**src/rtl/io_pkg.sv**
```systemverilog
// Shared definitions for the I/O unloader: state encoding, memory map and
// the word-count clamp applied when an unload starts.
package io_pkg;

   localparam int unsigned DIN_ADDR    = 'h3E00;
   localparam int unsigned DOUT_ADDR   = 'h3F00;
   localparam int unsigned MAX_IO_SIZE = 256;
   localparam int unsigned HALT_PC     = 'h14;

   typedef enum logic [2:0] {
      IDLE,
      READ,
      TAIL,
      OUT,
      DONE
   } state_t;

   // Negative counts unload nothing; oversized counts saturate at the region size.
   function automatic logic [31:0] clamp_limit(input logic signed [31:0] n,
                                               input logic        [31:0] max_words);
      logic [31:0] n_u;
      logic [31:0] res;
      n_u = n;
      if (n[31]) begin
         res = '0;
      end else if (n_u > max_words) begin
         res = max_words;
      end else begin
         res = n_u;
      end
      return res;
   endfunction

endpackage

```
**src/rtl/io_unloader.sv**
```systemverilog
// Unloads the output region of data memory after the processor halts:
// reads it byte by byte, assembles little-endian words and hands them to
// a ready/valid consumer, then reports done until halt drops.
module io_unloader
   import io_pkg::*;
#(
   parameter int unsigned WIDTH       = 32,
   parameter int unsigned DATA_WIDTH  = 8,
   parameter int unsigned DOUT_ADDR   = io_pkg::DOUT_ADDR,
   parameter int unsigned MAX_IO_SIZE = io_pkg::MAX_IO_SIZE
) (
   input  logic                   clock,
   input  logic                   reset,
   input  logic                   halt,
   input  logic signed [31:0]     numWords,
   output logic                   rdEn,
   output logic [31:0]            rdAddr,
   input  logic [DATA_WIDTH-1:0]  rdData,
   output logic                   outValid,
   output logic [WIDTH-1:0]       outData,
   input  logic                   outReady,
   output logic                   outLast,
   output logic                   busy,
   output logic                   done
);

   localparam int unsigned BYTES     = WIDTH / DATA_WIDTH;
   localparam int unsigned BW        = (BYTES > 1) ? $clog2(BYTES) : 1;
   localparam int unsigned MAX_WORDS = MAX_IO_SIZE / BYTES;
   localparam logic [BW-1:0] LAST_B  = BW'(BYTES - 1);

   state_t           state_q, state_d;
   logic [31:0]      w_q, w_d;
   logic [BW-1:0]    b_q, b_d;
   logic [31:0]      limit_q, limit_d;
   logic [WIDTH-1:0] data_q, data_d;

   logic             cap_en;
   logic [BW-1:0]    cap_lane;

   // Memory returns a byte one cycle after its read, so each READ cycle with
   // b>0 stores the byte requested by the previous cycle; TAIL stores the last.
   always_comb begin
      cap_en   = 1'b0;
      cap_lane = '0;
      if (state_q == READ && b_q != '0) begin
         cap_en   = 1'b1;
         cap_lane = b_q - BW'(1);
      end else if (state_q == TAIL) begin
         cap_en   = 1'b1;
         cap_lane = LAST_B;
      end
   end

   // Next-state logic for the unload sequencer and its counters.
   always_comb begin
      state_d = state_q;
      w_d     = w_q;
      b_d     = b_q;
      limit_d = limit_q;
      data_d  = data_q;

      if (cap_en) begin
         data_d[32'(cap_lane) * DATA_WIDTH +: DATA_WIDTH] = rdData;
      end

      case (state_q)
         IDLE: begin
            if (halt) begin
               limit_d = clamp_limit(numWords, 32'(MAX_WORDS));
               w_d     = '0;
               b_d     = '0;
               state_d = (limit_d == '0) ? DONE : READ;
            end
         end
         READ: begin
            b_d = b_q + BW'(1);
            if (b_q == LAST_B) begin
               state_d = TAIL;
            end
         end
         TAIL: begin
            state_d = OUT;
         end
         OUT: begin
            if (outReady) begin
               if (w_q + 32'd1 < limit_q) begin
                  w_d     = w_q + 32'd1;
                  b_d     = '0;
                  state_d = READ;
               end else begin
                  state_d = DONE;
               end
            end
         end
         DONE: begin
            if (!halt) begin
               state_d = IDLE;
            end
         end
         default: begin
            state_d = IDLE;
         end
      endcase
   end

   // State and datapath registers; reset aborts any transfer in progress.
   always_ff @(posedge clock or posedge reset) begin
      if (reset) begin
         state_q <= IDLE;
         w_q     <= '0;
         b_q     <= '0;
         limit_q <= '0;
         data_q  <= '0;
      end else begin
         state_q <= state_d;
         w_q     <= w_d;
         b_q     <= b_d;
         limit_q <= limit_d;
         data_q  <= data_d;
      end
   end

   // Outputs decode directly from registered state so reset clears them at once.
   always_comb begin
      rdEn     = (state_q == READ);
      rdAddr   = '0;
      if (state_q == READ) begin
         rdAddr = 32'(DOUT_ADDR) + (w_q * 32'(BYTES)) + 32'(b_q);
      end
      outValid = (state_q == OUT);
      outData  = data_q;
      outLast  = (state_q == OUT) && (w_q == limit_q - 32'd1);
      busy     = (state_q == READ) || (state_q == TAIL) || (state_q == OUT);
      done     = (state_q == DONE);
   end

endmodule
```
**config.mk**
```make
export PLATFORM = sky130hd
export DESIGN_NAME = io_unloader
export DESIGN_NICKNAME = d
export VERILOG_FILES = /design/src/rtl/io_pkg.sv /design/src/rtl/io_unloader.sv
export SDC_FILE = /design/constraint.sdc
export NUM_CORES = 1
export LEC_CHECK = 0
export CORE_AREA = 2 2 133 135
export DETAILED_ROUTE_END_ITERATION = 7
export DIE_AREA = 0 0 135 137
export RECOVER_POWER = 50
export SLEW_MARGIN = 20
export SYNTH_ARGS = -nofsm -noshare
export SYNTH_HDL_FRONTEND = slang
export SYNTH_SLANG_ARGS = --single-unit
```
**constraint.sdc**
```tcl
create_clock -name clock -period 11.1 [get_ports clock]
set_input_delay 2.775 -clock clock [delete_from_list [all_inputs] [get_ports clock]]
set_output_delay 2.775 -clock clock [all_outputs]
set_load 0.02 [all_outputs]
```
==> impl_metrics.py <==
metrics = {
    "cells_and_area": {
        "multiInputGateArea_um2": 4250,
        "nFillCells": 1666,
        "syn_to_final_growth_pct": 21.7,
        "n_antenna_cell": 0,
        "regArea_um2": 2500,
        "final_nets": 1002,
        "drive_gt1_frac": 0.0380,
    },
    "placed_design": {
        "io_buffers": 112,
        "dp_hpwl_um": 16000,
        "place_congestion": 0.876,
        "post-place-ws_ps": 4620,
    },
    "grt": {
        "track_usage": 0.234,
        "grt_first_pass_wirelength_um": 33700,
        "grt_pass1_vias": 6259,
        "grt_overflow": 0,
        "grt_antenna_before_repair": 0,
        "grt_max_degree": 54,
    },
    "timing": {
        "fin_setup_tns_ps": 0,
        "drv_slew": 97,
        "period_share": 0.618,
        "layout_min_cycle_time_ps": 6860,
        "hold_viol_final": 0,
        "setup_viol": 0,
        "slew_headroom": -0.610,
        "fin_ws_ps": 4240,
        "max_freq_mhz": 146,
        "clock_skew_ps": 9.03,
        "worst_slew_pin_slew_ps": 2400,
        "rsz0062_at_grt": "false",
    },
    "floorplanning": {
        "initial_core_util": 0.416,
        "fp-row-count": 48,
        "dieArea_um2": 18500,
        "io_pins": 113,
        "coreArea_um2": 17100,
        "die_w_um": 135,
        "die_h_um": 137,
    },
    "logic_synthesis": {
        "synth.most_common_cell": "dfrtp_1",
        "syn_avg_cell_area_um2": 8.48,
        "synth_top_area_frac": 0.353,
        "syn_inst": 837,
        "synth_area_leaders": "dfrtp_1, ha_1, xnor2_1",
        "synth_flop_cell": "dfrtp_1",
        "synth_edf_count": 0,
        "ys_seq_elements": 100,
        "synth_commonest_cells": "dfrtp_1, nor2_1, nand2_1",
        "syn_nets": 923,
        "async_flop_share": 1.00,
        "yosys_warnings": 0,
        "ys_types": 59,
        "syn-cell-area_um2": 7090,
        "ys_seq_area_frac": 0.353,
        "synth_largest_area_cell": "dfrtp_1",
    },
    "clock_network": {
        "numCtsBuffers": 9,
        "path_clk_slew_ps": 80,
        "htree_levels": 3,
        "clock_latency_ps": 360,
        "clock_sinks": 100,
        "cts_tree": "yes",
        "root_buffer": "clkbuf_16",
        "ctsHoldBuffers": 0,
        "cts-resized-gates": 0,
        "post-cts-setup-buffers": 0,
        "cts_buffer_depth": 2,
    },
    "drt": {
        "drc": 0,
        "num_vias": 6463,
        "post_drt_wl_per_cell_um": 18.2,
        "drt_wl_total_um": 20900,
        "vias_per_cell": 5.64,
        "drtPass1Iterations": 5,
        "first_iter_violations": 557,
        "antenna_left": 0,
    },
    "run": {
        "drv_cap": 4,
    },
    "critical_path": {
        "cp_slowest_cell": "clkdlybuf4s50_1",
        "crit_arrival_ps": 4080,
        "crit_fanout": 9,
        "cp_cell_sequence": "inv_1 > ha_1 > or4b_1 > or3_1 > a2111oi_2 > o2111ai_1 > nor4_2 > nand4_1 > nor4_2 > clkdlybuf4s50_1",
        "cp-start-kind": "flop",
        "crit_type": "reg2out",
        "path_common_cell": "nor4_2",
        "path_delay_family": "simple AND/OR/NAND/NOR gates",
        "slowest_delay_ps": 650,
        "rr_worst_depth": 15,
        "crit_path_end_kind": "primary output",
        "crit_cells": 10,
        "critPathBufInv": 2,
        "required_ps": 8330,
    },
    "pwr": {
        "ir_drop_mv": 0.195,
        "p_per_area_nw_per_um2": 155,
        "p_leak_nw": 3.84,
    },
    "run_status": {
        "violations": "capacitance limit, slew limit",
        "outcome": "finished with violations",
    },
    "worst_hold_path": {
        "worstHoldPathType": "reg2reg",
        "hold_depth": 1,
    },
}
cell usage in the layout, fill, tap and decap left out, types with 9 or more instances in the layout:
cell type        Yosys  final
nand2_1             81     81
o211ai_1            10     10
ha_1                42     42
clkdlybuf4s50_1      0     84
clkbuf_16            0      9
nor2_1              91     90
o21ai_0             38     38
a21oi_1             30     30
nor3_1              18     17
nand4_1             27     27
and3_1              16     16
a22o_1              32     32
dlygate4sd3_1        0     28
and2_1              12     12
nor4_1              16     17
dfrtp_1            100    100
xor2_1              35     35
inv_1               41     40
nand3_1             29     29
xnor2_1             49     49
or3_1               12     12
metrics by stage:
| step | area (um2) | util | hold slack (ps) | std cells | power (W) |
|---|---|---|---|---|---|
| CTS | 8660 | 0.508 | 513 | 1146 | 0.00137 |
| global route | 8630 | 0.506 | 523 | 1146 | 0.00142 |
| floorplan | 7090 | - | 525 | 837 | 0.000818 |
| global placement | 8350 | 0.490 | 489 | 1130 | 0.00104 |
| finish | 8630 | 0.506 | 504 | 1146 | 0.00134 |
| detailed placement | 8360 | 0.490 | 491 | 1130 | 0.00104 |
cells by family (layout without fill, tap and decap cells):
logic type      count (synthesis)  after routing  synth area share
buf+inv                        90            174            0.0481
compound gates                168            168             0.164
mux                             7              7            0.0101
simple gates                  346            346             0.247
fa+ha+maj                      42             42            0.0741
flops                         100            100             0.353
xor+xnor                       84             84             0.104
flip-flops by register name (all words and copies together), names as in the netlist:
name and count:
state_q 3, outData 32, limit_q 31, w_q 32
b_q 2
worst register-to-register path, cell delays in order (launching register included):
cell and delay, ps:
dfrtp_1 790, and4_1 390, nand4_1 430, or3_1 630
nor2_1 440, and3_1 280, xnor2_1 130, ha_1 260
nand4_1 150, nor4_1 100, a22oi_1 220, nand4b_1 160
nor3_2 750, buf_4 410, nand2_1 120, mux2i_1 130
where the power goes:
part | internal, W | switching (W)
sequential | 0.000406 | 0.0000392
combinational | 0.000234 | 0.000339
clock | 0.000166 | 0.000158
total | 0.000806 | 0.000536
area by class of cell:
cell class              count  area share
flip-flops and latches    100       0.290
inverters                  42      0.0184
well taps                 225      0.0326
clock buffers              10      0.0277
clock inverters             6     0.00696
multi-input cells         647       0.492
repair buffers            116       0.133
final timing paths:
path,end,slack (ps),start
min in group asynchronous,outData[24]$_DFFE_PP0P_,3510,reset
max in group asynchronous,w_q[28]$_DFFE_PP0P_,6090,reset
hold reg to reg,outData[15]$_DFFE_PP0P_,500,outData[15]$_DFFE_PP0P_
setup reg to reg,w_q[15]$_DFFE_PP0P_,5580,w_q[8]$_DFFE_PP0P_
setup / recovery,outLast,4240,limit_q[0]$_DFFE_PP0P_
hold / removal,outData[15]$_DFFE_PP0P_,500,outData[15]$_DFFE_PP0P_
metal layers:
metal / track usage / share of wire / up-vias
met3: 0.0381 / 0.057 / 17
met2: 0.374 / 0.46 / 168
met5: 0 / 0 / -
met1: 0.334 / 0.48 / 3127
met4: 0.0521 / 0.0099 / 0
li1: - / - / 3151
No activity file was read; power rests on OpenSTA's default activity.
==> patch 1: new RTL, same flow settings <==
Reset style: synchronous (`reset`), changed in one clocked block.
--- a/src/rtl/io_unloader.sv
+++ b/src/rtl/io_unloader.sv
@@ -105,7 +105,7 @@
    end
 
    // State and datapath registers; reset aborts any transfer in progress.
-   always_ff @(posedge clock or posedge reset) begin
+   always_ff @(posedge clock) begin
       if (reset) begin
          state_q <= IDLE;
          w_q     <= '0;
Check against the original RTL: differs if reset is asserted again (counterexample within 4 cycles, from zero or initial values and one cycle with reset high); with reset held inactive, the same outputs for 10 cycles.
==> patch 1 against the original RTL <==
The flow still finishes with violations (max-capacitance violations, max-slew violations). Register-to-register slack better by 0.24 ns. Utilization down 0.70 points. Wire length up 1.6%. Worst setup slack worse by 0.084 ns. Synthesized area down 0.23%. Design area down 1.4%. Sequential cell count unchanged. Sequential share of layout area down 5.5 points. Fmax down 1.2%. Highest routed layer unchanged.
Power is not compared: it rests on default switching activity, and its combinational part moved more than twofold at a synthesized area within 25%.
==> patch 1: results (changes against the original RTL) <==
stage,metric,value,unit,change
logic_synthesis,synth_top_flop_cell,sky130_fd_sc_hd__dfxtp_1,,was sky130_fd_sc_hd__dfrtp_1
place,pre_cts_ws,4.56,ns,was 4.62 ns
critical_path,worstRegToRegCells,14,,was 15
hold_path,min_from,limit_q[28]$_SDFFE_PP0P_,,was outData[15]$_DFFE_PP0P_
critical_path,cp_max_fo,17,,was 9
place,place_congestion,0.861,,was 0.876
logic_synthesis,postSynth.asyncResetShare,0,%,was 100%
logic_synthesis,ys_types,74,,was 59
place,dp_hpwl,16000,um,about the same
global_routing,grt_pass1_wl,34000,um,"was 33,700 um"
logic_synthesis,synth_nets,974,,was 923
logic_synthesis,seq_area_frac_synth,28.3,%,was 35.3%
global_routing,grt_util_met2,37.3,%,was 37.4%
critical_path,setup.reg_to_reg.worst_slack,5.82,ns,was 5.58 ns
global_routing,grt_util_met3,5.22,%,was 3.81%
routing,routed_wirelength,21200,um,"was 20,900 um"
routing,detailroute.wirelength.met3,1330,um,was 1190 um
routing,routedLengthMet1,9920,um,was 9940 um
run_status,status,"complete, but fails checks",,unchanged
routing,wire_per_inst,17.9,um,was 18.2 um
logic_synthesis,synth-compound-area-share,17.3,%,was 16.4%
logic_synthesis,synthCells,888,,was 837
routing,viasPerCell,5.64,,about the same
run,max_cap_violations,1,,was 4
cells_and_area,fill_cells,1741,,"was 1,666"
sta,final-max-slew-violation-count,66,,was 97
hold_path,count_of_cells_along_the_worst_hold_path,2,,was 1
critical_path,critPathMaxStageDelay,0.60,ns,was 0.65 ns
run_status,violations,"max-capacitance violations, max-slew violations",,unchanged
## patch 1: report_power, final
part | total, mW | leakage [nW] | switching (mW) | internal, mW
registers | 0.363 | 0.806 | 0.00285 | 0.360
logic | 0.0793 | 2.29 | 0.0450 | 0.0343
clock network | 0.326 | 0.149 | 0.165 | 0.161
## patch 1: worst min-delay path, cell delays in order (launching register included)
cell                      delay (ns)
sky130_fd_sc_hd__dfxtp_1        0.34
sky130_fd_sc_hd__inv_1          0.08
sky130_fd_sc_hd__nor2_1         0.04
## patch 1: metrics by stage
step	power [mW]	area, sq um
after detailed placement	0.451	8220
after global routing	0.795	8520
final	0.768	8520
after global placement	0.451	8220
after floorplan	0.414	7080
after CTS	0.775	8520
## patch 1: layout make-up
type	instances	area [sq um]	area share, %
sequential	100	2000	23.5
clock inverter	7	76.3	0.896
clock buffer	9	225	2.64
multi-input combinational	681	4610	54.2
tap	225	282	3.31
inverter	49	184	2.16
timing repair buffer	115	1130	13.3
==> patch 2: new RTL, config.mk and constraints unchanged <==
Made on the original files. Set the parameter `DATA_WIDTH` to 16 (it was 8).
--- a/src/rtl/io_unloader.sv
+++ b/src/rtl/io_unloader.sv
@@ -5,7 +5,7 @@
    import io_pkg::*;
 #(
    parameter int unsigned WIDTH       = 32,
-   parameter int unsigned DATA_WIDTH  = 8,
+   parameter int unsigned DATA_WIDTH  = 16,
    parameter int unsigned DOUT_ADDR   = io_pkg::DOUT_ADDR,
    parameter int unsigned MAX_IO_SIZE = io_pkg::MAX_IO_SIZE
 ) (
Ports: changed (resized rdData); port bits go from 113 to 121. The function was not compared with the original's and may differ.
==> patch 2 against the original RTL <==
The run still ends with max-capacitance violations, max-slew violations left. Wire length shrank 2.6%. Largest power group unchanged. Fmax shrank 6.1%. Worst setup slack lost 0.44 ns. Power grew 11%. Sequential cell count shrank 1. Design area grew 0.38%. Largest cell class unchanged. Synthesized area shrank 0.34%.
==> patch 2: results (changes against the original RTL) <==
stage,metric,value,unit,change
routing,detailroute.wirelength.met3,1080,um,was 1190 um
place,pre_cts_ws,4.21,ns,was 4.62 ns
cells_and_area,final.signal_inverter_count,52,,was 42
place,dp_hpwl,15500,um,"was 16,000 um"
pwr,powerSeq,0.478,mW,was 0.445 mW
logic_synthesis,synth_common_cells,"108 x sky130_fd_sc_hd__nand2_1, 99 x sky130_fd_sc_hd__dfrtp_1, 87 x sky130_fd_sc_hd__nor2_1",,"was 100 x sky130_fd_sc_hd__dfrtp_1, 91 x sky130_fd_sc_hd__nor2_1, 81 x sky130_fd_sc_hd__nand2_1"
sta,max_slew.worst_pin.slew,3.47,ns,was 2.40 ns
run_status,violations,"max-capacitance violations, max-slew violations",,unchanged
logic_synthesis,seq_area_frac_synth,35.0,%,was 35.3%
logic_synthesis,postSynthRegisterBits,99,,was 100
run,max_cap_violations,3,,was 4
global_routing,grt_use_met1,30.5,%,was 33.4%
routing,num_vias,6513,,"was 6,463"
cells_and_area,seqAreaFraction,28.6,%,was 29.0%
place,post_dp_cell_area,0.00838,sq mm,was 0.00836 sq mm
pwr,int_pwr,0.867,mW,was 0.806 mW
cells_and_area,area_delta_synth_final,22.6,%,was 21.7%
sta,finalWorstSetupSlack,3.80,ns,was 4.24 ns
place,place_congestion,0.914,,was 0.876
logic_synthesis,ys_types,56,,was 59
sta,final-max-slew-violation-count,144,,was 97
pwr,pg_clk,0.317,mW,was 0.324 mW
logic_synthesis,yosys-top-cells-area,"sky130_fd_sc_hd__dfrtp_1 35%, sky130_fd_sc_hd__xnor2_1 7.3%, sky130_fd_sc_hd__ha_1 6.2%",,"was sky130_fd_sc_hd__dfrtp_1 35%, sky130_fd_sc_hd__ha_1 7.4%, sky130_fd_sc_hd__xnor2_1 6.0%"
global_routing,grt_util_met3,4.22,%,was 3.81%
run_status,status,"complete, but fails checks",,unchanged
cells_and_area,nets,1032,,"was 1,002"
cells_and_area,area_share_nonclk_buffers,14.4,%,was 13.3%
logic_synthesis,synth_area_per_cell,8.16,sq um,was 8.48 sq um
cells_and_area,fill_cells,1682,,"was 1,666"
critical_path,setup.reg_to_reg.worst_slack,5.43,ns,was 5.58 ns
logic_synthesis,synth_nets,954,,was 923
sta,hold-worst-slack,0.475,ns,was 0.504 ns
cells_and_area,clock_buffer_and_inverter_area_fraction_after_layout,3.35,%,was 3.46%
critical_path,worst_r2r_endpoint,w_q[9]$_DFFE_PP0P_,,was w_q[15]$_DFFE_PP0P_
global_routing,grt_pass1_vias,6069,,"was 6,259"
cells_and_area,fin_cells,1175,,"was 1,146"
global_routing,grt_pass1_wl,32500,um,"was 33,700 um"
critical_path,reg2reg_start,w_q[9]$_DFFE_PP0P_,,was w_q[8]$_DFFE_PP0P_
sta,clock-skew-final,0.00652,ns,was 0.00903 ns
routing,routed_wirelength,20400,um,"was 20,900 um"
global_routing,grt_max_degree,65,,was 54
pwr,cellPowerDensity,172,mW/mm^2,was 155 mW/mm^2
place,port-buffer-count,120,,was 112
pwr,total_leakage_power,3.58,nW,was 3.84 nW
==> patch 2: worst min path at each step <==
stage	end	cells after the start	startpoint
2_1_floorplan	state_q[1]$_DFFE_PP0P_	1	state_q[2]$_DFFE_PP0P_
3_3_place_gp	outData[10]$_DFFE_PP0P_	2	outData[10]$_DFFE_PP0P_
3_5_place_dp	outData[2]$_DFFE_PP0P_	2	outData[2]$_DFFE_PP0P_
4_1_cts	outData[10]$_DFFE_PP0P_	2	outData[10]$_DFFE_PP0P_
5_1_grt	outData[13]$_DFFE_PP0P_	2	outData[13]$_DFFE_PP0P_
6_report	outData[10]$_DFFE_PP0P_	2	outData[10]$_DFFE_PP0P_
==> patch 2: cell families (layout without fill, tap and decap cells) <==
logic type      Yosys count  after routing  share of synthesized area [%]
simple gates            349            349                           24.4
compound gates          169            169                           15.0
buf+inv                 112            195                           5.96
flops                    99             99                           35.0
xor+xnor                 84             84                           10.4
fa+ha+maj                35             35                           6.19
mux                      19             19                           2.97
